<file path="src/rtl/funct_generator_seq_pkg.sv">
// Shared types and constants for the function-generator sequencer:
// FSM states, run modes and waveform selects.
package funct_generator_seq_pkg;

    typedef enum logic [1:0] {
        IDLE = 2'd0,
        RUN  = 2'd1,
        HOLD = 2'd2,
        DONE = 2'd3
    } state_t;

    localparam logic MODE_SINGLE = 1'b0;
    localparam logic MODE_CYCLE  = 1'b1;

    localparam logic [1:0] WAVE_0 = 2'd0;
    localparam logic [1:0] WAVE_1 = 2'd1;
    localparam logic [1:0] WAVE_2 = 2'd2;
    localparam logic [1:0] WAVE_3 = 2'd3;

    // Auto-cycle order: 0 -> 1 -> 2 -> 3 -> 0.
    function automatic logic [1:0] next_sel(input logic [1:0] sel);
        return sel + 2'd1;
    endfunction

endpackage

</file>
<file path="src/rtl/funct_generator_seq_if.sv">
// Sequencer <-> waveform mux / downstream FIFO bus.
interface funct_generator_seq_if #(
    parameter int DATA_WIDTH = 32
);
    logic [1:0]                   sel_o;
    logic                         enh_o;
    logic signed [DATA_WIDTH-1:0] mux_data_i;
    logic signed [DATA_WIDTH-1:0] fifo_data_o;
    logic                         fifo_wr_o;
    logic                         fifo_full_i;

    // Handshake: fifo_wr_o is a one-cycle strobe qualifying fifo_data_o; the
    // sequencer raises it only after an edge where fifo_full_i was low, so
    // every strobe is an accepted write (fifo_full_i acts as inverted ready).
    modport master (
        output sel_o, enh_o, fifo_data_o, fifo_wr_o,
        input  mux_data_i, fifo_full_i
    );

    modport slave (
        input  sel_o, enh_o, fifo_data_o, fifo_wr_o,
        output mux_data_i, fifo_full_i
    );
endinterface

</file>
<file path="src/rtl/funct_generator_dwell_cnt.sv">
// Dwell counter: counts accepted samples and flags the terminal count so the
// sequencer can switch waveform or finish on the same edge.
module funct_generator_dwell_cnt #(
    parameter int CNT_WIDTH = 16
) (
    input  logic                 clk_i,
    input  logic                 rst_i,
    input  logic                 clr_i,
    input  logic                 en_i,
    input  logic [CNT_WIDTH-1:0] term_i,
    output logic                 wrap_o
);
    localparam logic [CNT_WIDTH-1:0] ONE = {{(CNT_WIDTH-1){1'b0}}, 1'b1};

    logic [CNT_WIDTH-1:0] cnt_q;
    logic [CNT_WIDTH-1:0] last;

    // term_i is always >= 1, so last never underflows.
    assign last   = term_i - ONE;
    assign wrap_o = (cnt_q == last);

    always_ff @(posedge clk_i) begin
        if (rst_i || clr_i) begin
            cnt_q <= '0;
        end else if (en_i) begin
            cnt_q <= wrap_o ? '0 : cnt_q + ONE;
        end
    end

endmodule

</file>
<file path="src/rtl/funct_generator_seq.sv">
// Function-generator sequencer: steers the external waveform mux and streams
// its samples into a FIFO, single-shot or auto-cycling through waveforms 0..3.
module funct_generator_seq
    import funct_generator_seq_pkg::*;
#(
    parameter int DATA_WIDTH = 32,
    parameter int CNT_WIDTH  = 16
) (
    input  logic                 clk_i,
    input  logic                 rst_i,
    input  logic                 start_i,
    input  logic                 stop_i,
    input  logic                 mode_i,
    input  logic [1:0]           sel_cfg_i,
    input  logic [CNT_WIDTH-1:0] dwell_i,
    funct_generator_seq_if.master bus,
    output logic                 busy_o,
    output logic                 done_o,
    output state_t               state_o
);
    localparam logic [CNT_WIDTH-1:0] ONE = {{(CNT_WIDTH-1){1'b0}}, 1'b1};

    state_t                       state_q, state_d;
    logic                         mode_q, mode_d;
    logic [CNT_WIDTH-1:0]         dwell_q, dwell_d;
    logic [1:0]                   sel_q, sel_d;
    logic                         enh_q, enh_d;
    logic signed [DATA_WIDTH-1:0] data_q, data_d;
    logic                         wr_q, wr_d;
    logic                         done_q, done_d;
    logic                         cnt_clr, cnt_en, cnt_wrap;
    logic [CNT_WIDTH-1:0]         term;
    logic                         launch;

    // A dwell of zero still produces one sample per waveform.
    assign term   = (dwell_q == '0) ? ONE : dwell_q;
    assign launch = start_i && !stop_i;

    funct_generator_dwell_cnt #(.CNT_WIDTH(CNT_WIDTH)) u_dwell_cnt (
        .clk_i  (clk_i),
        .rst_i  (rst_i),
        .clr_i  (cnt_clr),
        .en_i   (cnt_en),
        .term_i (term),
        .wrap_o (cnt_wrap)
    );

    always_ff @(posedge clk_i) begin
        if (rst_i) begin
            state_q <= IDLE;
            mode_q  <= MODE_SINGLE;
            dwell_q <= '0;
            sel_q   <= WAVE_0;
            enh_q   <= 1'b0;
            data_q  <= '0;
            wr_q    <= 1'b0;
            done_q  <= 1'b0;
        end else begin
            state_q <= state_d;
            mode_q  <= mode_d;
            dwell_q <= dwell_d;
            sel_q   <= sel_d;
            enh_q   <= enh_d;
            data_q  <= data_d;
            wr_q    <= wr_d;
            done_q  <= done_d;
        end
    end

    always_comb begin
        state_d = state_q;
        mode_d  = mode_q;
        dwell_d = dwell_q;
        sel_d   = sel_q;
        enh_d   = enh_q;
        data_d  = data_q;
        wr_d    = 1'b0;
        done_d  = 1'b0;
        cnt_clr = 1'b0;
        cnt_en  = 1'b0;

        case (state_q)
            IDLE, DONE: begin
                if (launch) begin
                    state_d = RUN;
                    mode_d  = mode_i;
                    dwell_d = dwell_i;
                    sel_d   = (mode_i == MODE_CYCLE) ? WAVE_0 : sel_cfg_i;
                    enh_d   = 1'b1;
                    cnt_clr = 1'b1;
                end else begin
                    state_d = IDLE;
                end
            end
            RUN: begin
                if (stop_i) begin
                    state_d = IDLE;
                    enh_d   = 1'b0;
                    cnt_clr = 1'b1;
                end else if (bus.fifo_full_i) begin
                    state_d = HOLD;
                end else begin
                    data_d = bus.mux_data_i;
                    wr_d   = 1'b1;
                    cnt_en = 1'b1;
                    // sel moves on the wrapping edge so the mux output is
                    // already valid for the next write.
                    if (cnt_wrap) begin
                        if (mode_q == MODE_SINGLE) begin
                            state_d = DONE;
                            enh_d   = 1'b0;
                            done_d  = 1'b1;
                        end else begin
                            sel_d = next_sel(sel_q);
                        end
                    end
                end
            end
            HOLD: begin
                if (stop_i) begin
                    state_d = IDLE;
                    enh_d   = 1'b0;
                    cnt_clr = 1'b1;
                end else if (!bus.fifo_full_i) begin
                    state_d = RUN;
                end
            end
            default: state_d = IDLE;
        endcase
    end

    assign bus.sel_o       = sel_q;
    assign bus.enh_o       = enh_q;
    assign bus.fifo_data_o = data_q;
    assign bus.fifo_wr_o   = wr_q;
    assign busy_o          = (state_q == RUN) || (state_q == HOLD);
    assign done_o          = done_q;
    assign state_o         = state_q;

endmodule

</file>
<file path="src/flat_wrapper.sv">
// flat-port wrapper written by rule: the top's interface ports become plain ports
module funct_generator_seq_flat import funct_generator_seq_pkg::*;
#(
    parameter int DATA_WIDTH = 32,
    parameter int CNT_WIDTH  = 16
)
  (clk_i, rst_i, start_i, stop_i, mode_i, sel_cfg_i, dwell_i, busy_o, done_o, state_o, bus_sel_o, bus_enh_o, bus_fifo_data_o, bus_fifo_wr_o, bus_mux_data_i, bus_fifo_full_i);
  funct_generator_seq_if #(.DATA_WIDTH(DATA_WIDTH)) bus_i ();
  input  logic clk_i;
  input  logic rst_i;
  input  logic start_i;
  input  logic stop_i;
  input  logic mode_i;
  input  logic [1:0] sel_cfg_i;
  input  logic [CNT_WIDTH-1:0] dwell_i;
  output logic busy_o;
  output logic done_o;
  output state_t state_o;
  output wire logic [$bits(bus_i.sel_o)-1:0] bus_sel_o;
  output wire logic [$bits(bus_i.enh_o)-1:0] bus_enh_o;
  output wire logic [$bits(bus_i.fifo_data_o)-1:0] bus_fifo_data_o;
  output wire logic [$bits(bus_i.fifo_wr_o)-1:0] bus_fifo_wr_o;
  input wire logic [$bits(bus_i.mux_data_i)-1:0] bus_mux_data_i;
  input wire logic [$bits(bus_i.fifo_full_i)-1:0] bus_fifo_full_i;
  assign bus_sel_o = bus_i.sel_o;
  assign bus_enh_o = bus_i.enh_o;
  assign bus_fifo_data_o = bus_i.fifo_data_o;
  assign bus_fifo_wr_o = bus_i.fifo_wr_o;
  assign bus_i.mux_data_i = bus_mux_data_i;
  assign bus_i.fifo_full_i = bus_fifo_full_i;
  funct_generator_seq #(.DATA_WIDTH(DATA_WIDTH), .CNT_WIDTH(CNT_WIDTH)) u_core (.clk_i(clk_i), .rst_i(rst_i), .start_i(start_i), .stop_i(stop_i), .mode_i(mode_i), .sel_cfg_i(sel_cfg_i), .dwell_i(dwell_i), .bus(bus_i), .busy_o(busy_o), .done_o(done_o), .state_o(state_o));
endmodule
</file>
<file path="config.mk">
export PLATFORM = sky130hd
export DESIGN_NAME = funct_generator_seq_flat
export DESIGN_NICKNAME = d
export VERILOG_FILES = /design/src/rtl/funct_generator_seq_pkg.sv /design/src/rtl/funct_generator_seq_if.sv /design/src/rtl/funct_generator_dwell_cnt.sv /design/src/rtl/funct_generator_seq.sv /design/src/flat_wrapper.sv
export SDC_FILE = /design/constraint.sdc
export NUM_CORES = 1
export LEC_CHECK = 0
export BUFFER_PORTS_ARGS = -buffer_cell sky130_fd_sc_hd__clkbuf_2
export CORE_ASPECT_RATIO = 1.25
export CORE_MARGIN = 2
export CORE_UTILIZATION = 52
export DETAILED_ROUTE_END_ITERATION = 10
export PLACE_DENSITY_LB_ADDON = 0.2
export SLEW_MARGIN = 5
export SYNTH_ARGS = -nofsm -noshare
export SYNTH_HDL_FRONTEND = slang
export SYNTH_SLANG_ARGS = --single-unit
</file>
<file path="constraint.sdc">
create_clock -name clk_i -period 5.45 [get_ports clk_i]
set_input_delay 1.09 -clock clk_i [delete_from_list [all_inputs] [get_ports clk_i]]
set_output_delay 1.09 -clock clk_i [all_outputs]
set_load 0.03 [all_outputs]
</file>
==> run summary <==
CTS Root Cell -> clkbuf_8
Fin. max-slew vios -> 0
Most common cell in the synthesized netlist -> nand2_1
Via count -> 3499
Number of routed nets with antenna violations -> 0
Setup tns final -> 0 ps
Post-CTS Setup Inserts -> 0
Worst skew pair latency -> 340 ps
Yosys reg bits -> 72
Max Cap Viol -> 0
Worst setup EP type -> flop
Syn Nets -> 521
Largest net degree at the start of global routing -> 59
Syn-to-layout area delta -> 20.2%
Data required, critical path -> 5730 ps
Status -> finished, final reports clean
Tightest Hold Check Type -> reg2reg
Initial DRT Pass Iterations -> 4
Yosys top cell by area -> dfxtp_1
Final hold vios -> 0
Average routed wire per standard cell -> 13.7 um
Syn. warnings -> 0
Critical Path Most Common Cell -> or4_1
Vias in the first global route -> 3272
Period utilisation layout -> 80.8%
Dpl hpwl -> 6350 um
Reg-to-reg slack, setup -> 1040 ps
H-Tree Depth -> 3
Die W -> 77.7 um
Synth Area per Inst -> 7.66 sq um
Worst slew pin tran -> 1110 ps
Top cells by area, synth -> dfxtp_1 41%, nand2_1 12%, a21oi_1 8.1%
Critical path class -> reg2reg
Initial antenna violation count -> 0
Post-synth EDFFs -> 0
Sequential share of the synthesized area -> 40.8%
Inst Count DP -> 620
Final setup fails -> 0
DRC -> 0
Die area -> 0.00747 sq mm
Critical Path Max Stage Delay -> 670 ps
Critical Path Sink -> u_core.state_o[0]$_SDFFE_PP0P_
Longest Clk Path Bufs -> 2
Hold_ws -> 456 ps
Relative slew slack -> 25.8%
Cells along the critical path -> or4_1 > nor4_1 > a21oi_1 > ha_1 > xnor2_1 > nand2b_1 > a2111oi_0 > o2111ai_1 > or4_4 > or3_4 > or4_1 > nand3_1
Mapped Area -> 0.00353 sq mm
Leakage power -> 1.74 nW
Pwr dens -> 276 mW/mm^2
R2r startpoint -> u_core.dwell_q[4]$_SDFFE_PP0P_
# diodes -> 0
Placement Rows -> 33
Top cells by instance count after synthesis -> 116 x nand2_1, 72 x dfxtp_1, 57 x a21oi_1
Post-Layout Cell Count -> 636
Gr ovfl total -> 0
Slowest stage cell, crit path -> or4_1
IO Port Bufs -> 95
Starting Density -> 53.8%
Core Region -> 0.00657 sq mm
Tot GR Track Use -> 23.9%
Arrival time worst endpoint -> 4680 ps
Layout cells sized above 1 -> 22.0%
Fmax -> 227 MHz
Hold-fix buffers, CTS -> 0
Crit path max fanout -> 9
Routed vias/inst -> 5.50
Final GP Congestion -> 0.963
Synth unique cells -> 52
CP Launch Point -> u_core.dwell_q[4]$_SDFFE_PP0P_
Share of the synthesized area in the top cell type -> 40.8%
Startpoint types -> flop
DIE HEIGHT -> 96.1 um
Tot Pwr -> 1.17 mW
VDD IR max -> 0.220 mV
Post-synth top flop -> dfxtp_1
Ports -> 96
CTS buffer count -> 9
Pre-CTS setup slack -> 1070 ps
Initial DRC count -> 156
Final Worst Setup Slack -> 1040 ps
RR Endpoint -> u_core.state_o[0]$_SDFFE_PP0P_
Post-cts repair resize count -> 0
Final Skew -> 6.70 ps
Final net count -> 604
Async SR Flop Fraction -> 0%
Period minus WS final -> 4410 ps
CTS tree -> done
R2R cell count -> 12
Syn Inst Count -> 461
RSZ-0062 raised after global routing -> no
Final wirelength -> 8720 um
First-pass GRT wire length -> 14300 um
CTS Sinks -> 72
Clock transition at path regs -> 80 ps
per-layer routing:
layer,wire length [um],vias to the layer above,GRT usage [%]
met5,0,-,0
li1,-,1761,-
met4,293,0,12.6
met3,528,24,6.85
met2,4210,114,41.5
met1,3690,1600,26.5
area by class of cell:
type                            count  area, sq um
Tap cell                           87          109
Sequential cell                    72         1440
Inverter                           12         45.0
Multi-Input combinational cell    351         1940
Fill cell                         589         2320
Timing Repair Buffer               98          498
Clock buffer                       11          151
Clock inverter                      5         55.1
registers in the layout, indices dropped and copies added, names as in the netlist:
signal,flops
u_core.dwell_q,16
u_core.done_o,1
u_core.bus.fifo_data_o,32
u_core.mode_q,1
u_core.state_o,2
u_core.bus.enh_o,1
u_core.bus.sel_o,2
u_core.bus.fifo_wr_o,1
u_core.u_dwell_cnt.cnt_q,16
worst min path at each step:
stage               cells past startpoint                                     from  slack [ps]                                      end
floorplan                               2           u_core.dwell_q[7]$_SDFFE_PP0P_         460           u_core.dwell_q[7]$_SDFFE_PP0P_
global placement                        2  u_core.bus.fifo_data_o[16]$_SDFFE_PP0P_         440  u_core.bus.fifo_data_o[16]$_SDFFE_PP0P_
detailed placement                      2  u_core.bus.fifo_data_o[28]$_SDFFE_PP0P_         450  u_core.bus.fifo_data_o[28]$_SDFFE_PP0P_
CTS                                     2  u_core.bus.fifo_data_o[10]$_SDFFE_PP0P_         460  u_core.bus.fifo_data_o[10]$_SDFFE_PP0P_
global route                            2  u_core.bus.fifo_data_o[18]$_SDFFE_PP0P_         470  u_core.bus.fifo_data_o[18]$_SDFFE_PP0P_
finish                                  2  u_core.bus.fifo_data_o[18]$_SDFFE_PP0P_         460  u_core.bus.fifo_data_o[18]$_SDFFE_PP0P_
kinds of logic (layout without fill, tap and decap cells):
kind of cell             count (synthesis)  after routing  share of synthesized area (%)
AO/OA/AOI/OAI                           94             94                           16.1
adder cells (fa/ha/maj)                  4              4                           1.42
AND/OR/NAND/NOR                        219            219                           28.8
XOR/XNOR                                30             30                           7.44
buffers and inverters                   38            126                           4.32
flip-flops                              72             72                           40.8
multiplexers                             4              4                           1.17
power by group:
part / internal, mW / total, mW / switching (mW)
logic: 0.0767 / 0.188 / 0.111
registers: 0.537 / 0.550 / 0.0137
clock network: 0.235 / 0.432 / 0.197
layout by cell type (no fill, tap or decap), types with 9 or more instances in the layout:
master	n
nand2_1	116
clkbuf_2	95
dfxtp_1	72
a21oi_1	57
nor2_1	31
xor2_1	16
xnor2_1	14
inv_1	12
nand3_1	12
clkbuf_8	11
nor3_1	10
nor4_1	9
critical path: cells and delay by family, from the launching register on:
kind                     cells  cell delay [ps]
AND/OR/NAND/NOR              7             2740
AO/OA/AOI/OAI                3              750
flip-flops                   1              380
adder cells (fa/ha/maj)      1              350
XOR/XNOR                     1              150
through the flow:
step | cell area (sq um) | util (%)
finish | 4240 | 64.6
global placement | 4040 | 61.5
CTS | 4240 | 64.6
detailed placement | 4040 | 61.5
global route | 4240 | 64.6
floorplan | 3530 | -
Note: power is estimated with default switching activity, not from simulation.
